`config.mk`:
```
export PLATFORM = sky130hd
export DESIGN_NAME = pll_supervisor
export DESIGN_NICKNAME = d
export VERILOG_FILES = /design/src/rtl/pll_supervisor.sv
export SDC_FILE = /design/constraint.sdc
export NUM_CORES = 1
export LEC_CHECK = 0
export ABC_AREA = 1
export CORE_ASPECT_RATIO = 1.1
export CORE_MARGIN = 2
export CORE_UTILIZATION = 65
export DETAILED_ROUTE_END_ITERATION = 16
export DONT_BUFFER_PORTS = 1
export PLACE_DENSITY = 0.85
export SYNTH_ARGS = -nofsm -noshare
export SYNTH_HDL_FRONTEND = slang
export SYNTH_SLANG_ARGS = --single-unit
```
`constraint.sdc`:
```
create_clock -name clk -period 4.75 [get_ports clk]
set_input_delay 0.475 -clock clk [delete_from_list [all_inputs] [get_ports clk]]
set_output_delay 0.475 -clock clk [all_outputs]
set_load 0.005 [all_outputs]
```
`src/rtl/pll_supervisor.sv`:
```
// PLL lock supervisor and staggered reset sequencer (reference-clock domain).
// Define PLLSUP_LOSS_CNT_EN to add the 16-bit loss_cnt output.
module pll_supervisor #(
  parameter int RST_CYCLES    = 16,
  parameter int LOCK_TIMEOUT  = 65536,
  parameter int STABLE_CYCLES = 1024,
  parameter int MAX_RETRIES   = 4,
  parameter int NRST          = 2,
  parameter int STAGGER       = 16
) (
  input  logic            clk,
  input  logic            rst,
  input  logic            pll_lock,
  output logic            pll_rst,
  output logic [NRST-1:0] rst_out,
  output logic            locked,
  output logic            fail,
`ifdef PLLSUP_LOSS_CNT_EN
  output logic [15:0]     loss_cnt,
`endif
  output logic [7:0]      retry_cnt
);

  localparam int REL_SPAN = (NRST - 1) * STAGGER;
  localparam int SEQ_MAX  =
    (RST_CYCLES > REL_SPAN) ? RST_CYCLES : REL_SPAN;
  localparam int SEQ_W = $clog2(SEQ_MAX + 1);
  localparam int TMO_W = $clog2(LOCK_TIMEOUT + 1);
  localparam int STB_W = $clog2(STABLE_CYCLES + 1);

  localparam logic [SEQ_W-1:0] SEQ_LIM  = SEQ_W'(SEQ_MAX);
  localparam logic [SEQ_W-1:0] RST_LAST = SEQ_W'(RST_CYCLES - 1);
  localparam logic [SEQ_W-1:0] REL_LAST = SEQ_W'(REL_SPAN);
  localparam logic [TMO_W-1:0] TMO_LIM  = TMO_W'(LOCK_TIMEOUT);
  localparam logic [STB_W-1:0] STB_LIM  = STB_W'(STABLE_CYCLES);
  localparam logic [7:0]       MAX_R    = 8'(MAX_RETRIES);

  typedef enum logic [2:0] {
    RESET_PLL,
    WAIT_LOCK,
    RELEASE,
    RUN,
    FAIL
  } state_e;

  state_e           state_q, state_d;
  logic             meta_q, lock_s_q;
  logic [SEQ_W-1:0] seq_q, seq_d, seq_inc;
  logic [TMO_W-1:0] tmo_q, tmo_d, tmo_inc;
  logic [STB_W-1:0] stb_q, stb_d, stb_inc;
  logic             pll_rst_q, pll_rst_d;
  logic [NRST-1:0]  rst_out_q, rst_out_d;
  logic             locked_q, locked_d;
  logic             fail_q, fail_d;
  logic [7:0]       retry_q, retry_d, retry_inc;
  logic             lost;
`ifdef PLLSUP_LOSS_CNT_EN
  logic [15:0]      loss_q, loss_d;
`endif

  // Bit i stays in reset until the release counter reaches i*STAGGER.
  function automatic logic [NRST-1:0] stag(input logic [SEQ_W-1:0] c);
    logic [NRST-1:0] m;
    m = '1;
    for (int i = 0; i < NRST; i++) begin
      m[i] = c < SEQ_W'(i * STAGGER);
    end
    return m;
  endfunction

  always_comb begin
    state_d   = state_q;
    seq_d     = seq_q;
    tmo_d     = tmo_q;
    stb_d     = stb_q;
    pll_rst_d = pll_rst_q;
    rst_out_d = rst_out_q;
    locked_d  = locked_q;
    fail_d    = fail_q;
    retry_d   = retry_q;
`ifdef PLLSUP_LOSS_CNT_EN
    loss_d    = loss_q;
`endif
    seq_inc   = (seq_q == SEQ_LIM) ? seq_q : seq_q + SEQ_W'(1);
    tmo_inc   = (tmo_q == TMO_LIM) ? tmo_q : tmo_q + TMO_W'(1);
    stb_inc   = (stb_q == STB_LIM) ? stb_q : stb_q + STB_W'(1);
    retry_inc = (retry_q == 8'hFF) ? retry_q : retry_q + 8'd1;
    lost      = !lock_s_q &&
                (state_q == RELEASE || state_q == RUN);

    unique case (state_q)
      RESET_PLL: begin
        pll_rst_d = 1'b1;
        rst_out_d = '1;
        locked_d  = 1'b0;
        seq_d     = seq_inc;
        if (seq_q == RST_LAST) begin
          state_d   = WAIT_LOCK;
          pll_rst_d = 1'b0;
          seq_d     = '0;
          tmo_d     = '0;
          stb_d     = '0;
        end
      end
      WAIT_LOCK: begin
        tmo_d = tmo_inc;
        stb_d = lock_s_q ? stb_inc : '0;
        if (stb_d == STB_LIM) begin
          retry_d   = '0;
          seq_d     = '0;
          rst_out_d = stag('0);
          if (REL_LAST == '0) begin
            state_d  = RUN;
            locked_d = 1'b1;
          end else begin
            state_d = RELEASE;
          end
        end else if (tmo_d == TMO_LIM) begin
          retry_d   = retry_inc;
          pll_rst_d = 1'b1;
          seq_d     = '0;
          if (retry_d == MAX_R) begin
            state_d = FAIL;
            fail_d  = 1'b1;
          end else begin
            state_d = RESET_PLL;
          end
        end
      end
      RELEASE: begin
        seq_d     = seq_inc;
        rst_out_d = stag(seq_d);
        if (seq_d == REL_LAST) begin
          state_d  = RUN;
          locked_d = 1'b1;
        end
      end
      RUN: ;
      FAIL: begin
        pll_rst_d = 1'b1;
        rst_out_d = '1;
        locked_d  = 1'b0;
        fail_d    = 1'b1;
      end
      default: state_d = RESET_PLL;
    endcase

    // Lock loss overrides any release progress.
    if (lost) begin
      state_d   = RESET_PLL;
      pll_rst_d = 1'b1;
      rst_out_d = '1;
      locked_d  = 1'b0;
      seq_d     = '0;
`ifdef PLLSUP_LOSS_CNT_EN
      if (loss_q != 16'hFFFF) loss_d = loss_q + 16'd1;
`endif
    end
  end

  always_ff @(posedge clk) begin
    if (rst) begin
      state_q   <= RESET_PLL;
      meta_q    <= 1'b0;
      lock_s_q  <= 1'b0;
      seq_q     <= '0;
      tmo_q     <= '0;
      stb_q     <= '0;
      pll_rst_q <= 1'b1;
      rst_out_q <= '1;
      locked_q  <= 1'b0;
      fail_q    <= 1'b0;
      retry_q   <= '0;
`ifdef PLLSUP_LOSS_CNT_EN
      loss_q    <= '0;
`endif
    end else begin
      state_q   <= state_d;
      meta_q    <= pll_lock;
      lock_s_q  <= meta_q;
      seq_q     <= seq_d;
      tmo_q     <= tmo_d;
      stb_q     <= stb_d;
      pll_rst_q <= pll_rst_d;
      rst_out_q <= rst_out_d;
      locked_q  <= locked_d;
      fail_q    <= fail_d;
      retry_q   <= retry_d;
`ifdef PLLSUP_LOSS_CNT_EN
      loss_q    <= loss_d;
`endif
    end
  end

  assign pll_rst   = pll_rst_q;
  assign rst_out   = rst_out_q;
  assign locked    = locked_q;
  assign fail      = fail_q;
  assign retry_cnt = retry_q;
`ifdef PLLSUP_LOSS_CNT_EN
  assign loss_cnt  = loss_q;
`endif

endmodule

```
## Word level (Yosys, flattened, before mapping)

Cells that the tools add are included.
Widths: inputs -> output; s select.

| word-level totals | value |
|---|---|
| register bits | 51 |
| word-level logic and storage cells | 93 |

| operators by class | value |
|---|---|
| add/subtract/negate cells | 4 |
| equality and inequality tests | 20 |
| order comparisons | 2 |
| bitwise gates (word level) | 1 |
| multiplexer cells | 33 |
| reduce and logical (&&, ||, !) cells | 22 |

Operators with widths:

| operator | count |
|---|---|
| $eq 17x17->1 const B | 2 |
| $mux 17 | 2 |
| $pmux 17 s2 | 1 |
| $mux 11 | 3 |
| $mux 8 | 3 |
| $eq 11x11->1 const B | 2 |
| $pmux 11 s2 | 1 |
| $mux 5 | 4 |
| $add 17x1->17 const B | 1 |
| $mux 3 | 5 |
| $pmux 5 s3 | 1 |
| $pmux 3 s4 | 1 |
| $add 11x1->11 const B | 1 |
| $eq 5x5->1 const B | 2 |
| $ne 2x2->1 const B | 5 |
| $reduce_and 2->1 | 5 |
| $reduce_bool 3->1 | 3 |
| $add 8x1->8 const B | 1 |
| $eq 8x3->1 const B | 1 |
| $eq 8x8->1 const B | 1 |
| $reduce_and 4->1 | 2 |
| $reduce_bool 2->1 | 4 |
| $mux 1 | 7 |
| $eq 3x2->1 const B | 2 |
| other kinds (19) | 22 |

## Depth between registers and ports, before layout

| logic depth | value |
|---|---|
| depth after elaboration | 7 |
| gate-level depth with buffers | 16 |

## Worst setup path before layout

No wires, ideal clock.

| timing | value |
|---|---|
| path kind | register to register |
| start | register stb_q[0] |
| end | register retry_q[0] (netlist: retry_cnt[0]) |
| path slack | 2.842 ns |
| data required time | 4.619 ns |
| cell stages (with the launch flop) | 13 |
| library setup time | 0.131 ns |
| clock period less this slack | 1.908 ns |
| data arrival time | 1.778 ns |
| path through | dfxtp_1 -> ha_1 -> nand3_2 -> nor2_2 -> or2_2 -> nand3_1 -> nand2_1 -> nor2_1 -> nand3_2 -> nand2_1 -> nand2_2 -> nand2_1 -> a21oi_2 |

| between the ends | value |
|---|---|
| cells in the longest elaborated chain, start to end | 6 |
| elaborated cells on any way between the ends | 8 |

RTL lines:

| what | RTL line | source |
|---|---|---|
| from (decl) | 50 | `logic [STB_W-1:0] stb_q, stb_d, stb_inc;` |
| from (signal assigned) | 183 | `stb_q <= stb_d;` |
| $add 11x1->11 / $eq 11x11->1 (equally long branches) | 86 | `stb_inc = (stb_q == STB_LIM) ? stb_q : stb_q + STB_W'(1);` |
| $mux 11 (*) | 86 |  |
| $mux 11 (*) | 107 | `stb_d = lock_s_q ? stb_inc : '0;` |
| $eq 11x11->1 (*) | 108 | `if (stb_d == STB_LIM) begin` |
| $reduce_bool 2->1 (no line) | n/a |  |
| $reduce_and 2->1 (no line) | n/a |  |
| to (signal assigned) | 188 | `retry_q <= retry_d;` |
| to (decl) | 55 | `logic [7:0] retry_q, retry_d, retry_inc;` |

Mark *: on every way between the ends. The rest lies on a longest branch, timed or not.
A chain may end at the register's enable or synchronous reset.

## Worst setup path after layout

| timing | value |
|---|---|
| start | register tmo_q[0] |
| end | register retry_q[0] (netlist: retry_cnt[0]) |

| between the ends | value |
|---|---|
| cells in the longest elaborated chain, start to end | 5 |
| elaborated cells on any way between the ends | 6 |

RTL lines:

| what | RTL line | source |
|---|---|---|
| from (decl) | 49 | `logic [TMO_W-1:0] tmo_q, tmo_d, tmo_inc;` |
| from (signal assigned) | 182 | `tmo_q <= tmo_d;` |
| $add 17x1->17 / $eq 17x17->1 (equally long branches) | 85 | `tmo_inc = (tmo_q == TMO_LIM) ? tmo_q : tmo_q + TMO_W'(1);` |
| $mux 17 (*) | 85 |  |
| $eq 17x17->1 (*) | 118 | `end else if (tmo_d == TMO_LIM) begin` |
| $reduce_bool 2->1 (no line) (*) | n/a |  |
| $reduce_and 2->1 (no line) (*) | n/a |  |

Marks and branches as above.

==> impl_summary.txt <==
----------------------------------------------------
[Outcome]
  Status ... finished clean

[Synth]
  Post-Synthesis Cell Area ... 3530 um2
  Post-Syn Area per Cell ... approximately 6.2 um2
  Yosys reg bits ... 51
  Total of warnings raised by yosys ... 0
  Synthesized netlist cell count ... 566
  EDFF count, synth ... 0
  Ys async rst share ... 0
  Proportion of synthesized chip area in sequential cells ... 0.289
  Number of nets in the synthesized netlist ... 577
  Number of unique standard cell types used by synthesis ... 34
  Dominant synthesized flop cell ... sky130_fd_sc_hd__dfxtp_1

[STA]
  Final hold vios ... 0
  TNS Setup ... 0 ns
  Final worst setup slack ... 2.42 ns
  Part of the cycle the worst path needs ... 0.491
  RSZ-0062 raised after global routing ... no
  Final count of negative-setup-slack endpoints ... 0
  F_max ... 429 MHz
  Worst clock skew ... 0.00801 ns
  Shortest period the worst path allows ... 2.33 ns
  Tightest Pin Transition ... 0.706 ns
  Worst-case headroom to the max-slew limit ... 0.529
  Final Max Tran Viols ... 0

[Layout]
  Count of antenna diodes in the layout ... 0
  Number of fill cells ... ~480
  Relative area change from synthesis to final layout ... 4.04%
  Net total in the final layout ... roughly 570
  Proportion of layout cells with a drive suffix above 1 ... 0.0859

[Floorplan]
  X dimension of the die ... around 74 um
  DIE AREA ... 6030 um2
  CORE AREA ... 5330 um2
  Die H ... 81.3 um
  Effective utilization at floorplan ... 0.662
  Cell Rows ... 28
  Ports ... 16

[GRT]
  Antenna violations before repair ... 0
  Via count of the first global-routing pass ... 3198
  Remaining Overflow, GRT ... 0
  Tot GR Track Use ... 0.277
  Largest net degree at the start of global routing ... 43
  First-pass GRT wire length ... 13500 um

[Routing]
  Count of vias placed by the detailed router ... 3479
  DR pass1 iterations ... 8
  Average vias per placed instance ... around 5.5
  DRC violations left ... 0
  Starting DRT DRC Count ... 336
  DRT Wirelength ... 7690 um
  Number of nets still failing antenna checks after routing ... 0
  Average routed wire per standard cell ... roughly 12 um

[Power and ir drop]
  Standby leakage power ... 1.52 nW
  Peak VDD IR ... 141 uV
  Sum of internal, switching and leakage power ... 0.766 mW
  Power density relative to cell area ... 209 nW/um2

[Placement]
  Placed wire-length estimate ... approximately 5500 um
  Pre-CTS worst setup slack ... 2.49 ns
  Weighted congestion at the end of routability-driven global placement ... between 0.9 and 1
  IO buf count ... 0

[Clock network]
  Clock root buffer master ... sky130_fd_sc_hd__clkbuf_8
  Resized cells post-CTS ... 0
  Clock tree from TritonCTS ... done
  Worst-skew pair later-pin latency ... 0.31 ns
  Number of buffers inserted by post-CTS setup repair ... 0
  Sinks on the clock net ... 51
  Hold_buf cts ... 0
  Clock-pin slew of the registers on the worst-case setup and hold paths ... 0.10 ns
  Clock Path Buffers ... 2
  Number of buffers inserted during clock tree synthesis ... 5
  Number of levels in the clock H-tree ... 2

[Setup path]
  Arrival @ worst endpoint ... 2.53 ns
  Worst path cell trace ... ha_1, nand2_1, nor2_2, xor2_1, nor2_1, nand2_1, nor3_1, nand3_2, nand2_1, nand2_2, nand2_1, a21oi_2
  Worst setup SP type ... flop
  Worst path most repeated cell ... sky130_fd_sc_hd__nand2_1
  Kind of end point of the critical path ... flop
  Max Fanout on Critical Path ... 8
  Largest delay contributor family on the critical path ... simple AND/OR/NAND/NOR gates
  Classification of the worst setup path ... flop to flop
  Maximum single-stage delay on the critical path ... approximately 0.43 ns
  Critical-path cell with the highest stage delay ... sky130_fd_sc_hd__dfxtp_1
  WP data required ... ~5.0 ns
  Buffering stage count on the worst path with inverters included ... 0

[Hold path]
  Class of the tightest hold or removal check ... input pin to flop

[Flow run]
  Maximum capacitance violations ... 0

----------------------------------------------------
[logic make-up after synthesis]
logic type,after synthesis,synth area share
AO/OA/AOI/OAI,56,0.0837
XOR/XNOR,13,0.0323
adder cells (fa/ha/maj),8,0.0284
buffers and inverters,80,0.0890
flip-flops,51,0.289
AND/OR/NAND/NOR,358,0.477
[state kept, by name, indices dropped and copies added, names as in the netlist]
| signal | cells |
|---|---|
| fail | 1 |
| stb_q | 11 |
| state_q | 3 |
| locked | 1 |
| seq_q | 5 |
| pll_rst | 1 |
| rst_out | 2 |
| retry_cnt | 8 |
| meta_q | 1 |
| tmo_q | 17 |
| lock_s_q | 1 |
[cell usage after synthesis, types with 4 or more instances]
cell | instances | area (um2)
sky130_fd_sc_hd__a21oi_1 | 41 | 205
sky130_fd_sc_hd__buf_2 | 5 | 25.0
sky130_fd_sc_hd__clkbuf_1 | 8 | 30.0
sky130_fd_sc_hd__dfxtp_1 | 51 | 1020
sky130_fd_sc_hd__ha_1 | 8 | 100
sky130_fd_sc_hd__inv_1 | 59 | 221
sky130_fd_sc_hd__nand2_1 | 176 | 661
sky130_fd_sc_hd__nand2_2 | 6 | 37.5
sky130_fd_sc_hd__nand3_1 | 48 | 240
sky130_fd_sc_hd__nand3_2 | 8 | 80.1
sky130_fd_sc_hd__nand3b_1 | 4 | 30.0
sky130_fd_sc_hd__nand4_1 | 27 | 169
sky130_fd_sc_hd__nor2_1 | 64 | 240
sky130_fd_sc_hd__nor2_2 | 10 | 62.6
sky130_fd_sc_hd__nor2_4 | 5 | 56.3
sky130_fd_sc_hd__o21ai_0 | 7 | 35.0
sky130_fd_sc_hd__xor2_1 | 13 | 114
[cell type report]
class | count | area [um2] | share of cell area
clock buffers | 5 | 68.8 | 0.0188
clock inverters | 3 | 46.3 | 0.0126
inverters | 64 | 240 | 0.0655
multi-input cells | 435 | 2190 | 0.597
flip-flops and latches | 51 | 1020 | 0.278
well taps | 75 | 93.8 | 0.0256
repair buffers | 1 | 7.51 | 0.00205
[stage by stage]
stage | hold WS (ns) | cells | utilization | instance area (um2)
final | 0.221 | 634 | 0.689 | 3670
after detailed placement | 0.393 | 626 | 0.668 | 3550
after global routing | 0.203 | 634 | 0.689 | 3670
after CTS | 0.210 | 634 | 0.689 | 3670
after floorplan | 0.388 | 566 | - | 3530
after global placement | 0.389 | 626 | 0.668 | 3550
[report_power, final]
group	switching (mW)	total (mW)	internal [mW]	leakage, nW
Combinational	0.0123	0.0194	0.00707	1.05
Clock	0.154	0.313	0.159	0.0548
Sequential	0.00392	0.434	0.430	0.412
[worst reg2reg max path, delay by kind of cell (launching register included)]
| kind | cells | cell delay (ns) |
|---|---|---|
| xor+xnor | 1 | 0.13 |
| simple gates | 9 | 1.35 |
| fa+ha+maj | 1 | 0.27 |
| compound gates | 1 | 0.05 |
| flops | 1 | 0.43 |
[path summary, 6_finish.rpt]
check	depth (start not counted)	start	end	slack, ns
max reg2reg	12	tmo_q[0]$_SDFFE_PP0P_	retry_cnt[0]$_SDFFE_PP0P_	2.42
min reg2reg	2	meta_q$_SDFF_PP0_	lock_s_q$_SDFF_PP0_	0.41
min	1	rst	stb_q[0]$_SDFFE_PP0P_	0.22
max	12	tmo_q[0]$_SDFFE_PP0P_	retry_cnt[0]$_SDFFE_PP0P_	2.42
[routing by layer]
| metal | global-route usage | routed length [um] | vias to the layer above |
|---|---|---|---|
| li1 | - | - | 1805 |
| met1 | 0.352 | 3510 | 1578 |
| met2 | 0.468 | 3760 | 77 |
| met3 | 0.0471 | 274 | 19 |
| met4 | 0.105 | 148 | 0 |
| met5 | 0 | 0 | - |
[layout by cell type, fill, tap and decap left out, types with 4 or more instances in the layout]
master                       n
sky130_fd_sc_hd__nor2_1     64
sky130_fd_sc_hd__nand4_1    27
sky130_fd_sc_hd__nor2_4      5
sky130_fd_sc_hd__ha_1        8
sky130_fd_sc_hd__nand3_2     8
sky130_fd_sc_hd__nand2_1   176
sky130_fd_sc_hd__nor2_2     10
sky130_fd_sc_hd__nand3_1    48
sky130_fd_sc_hd__inv_1      59
sky130_fd_sc_hd__clkbuf_8    5
sky130_fd_sc_hd__o21ai_0     7
sky130_fd_sc_hd__nand3b_1    4
sky130_fd_sc_hd__a21oi_1    41
sky130_fd_sc_hd__dfxtp_1    51
sky130_fd_sc_hd__xor2_1     13
sky130_fd_sc_hd__nand2_2     6
(Power assumes the default switching activity.)
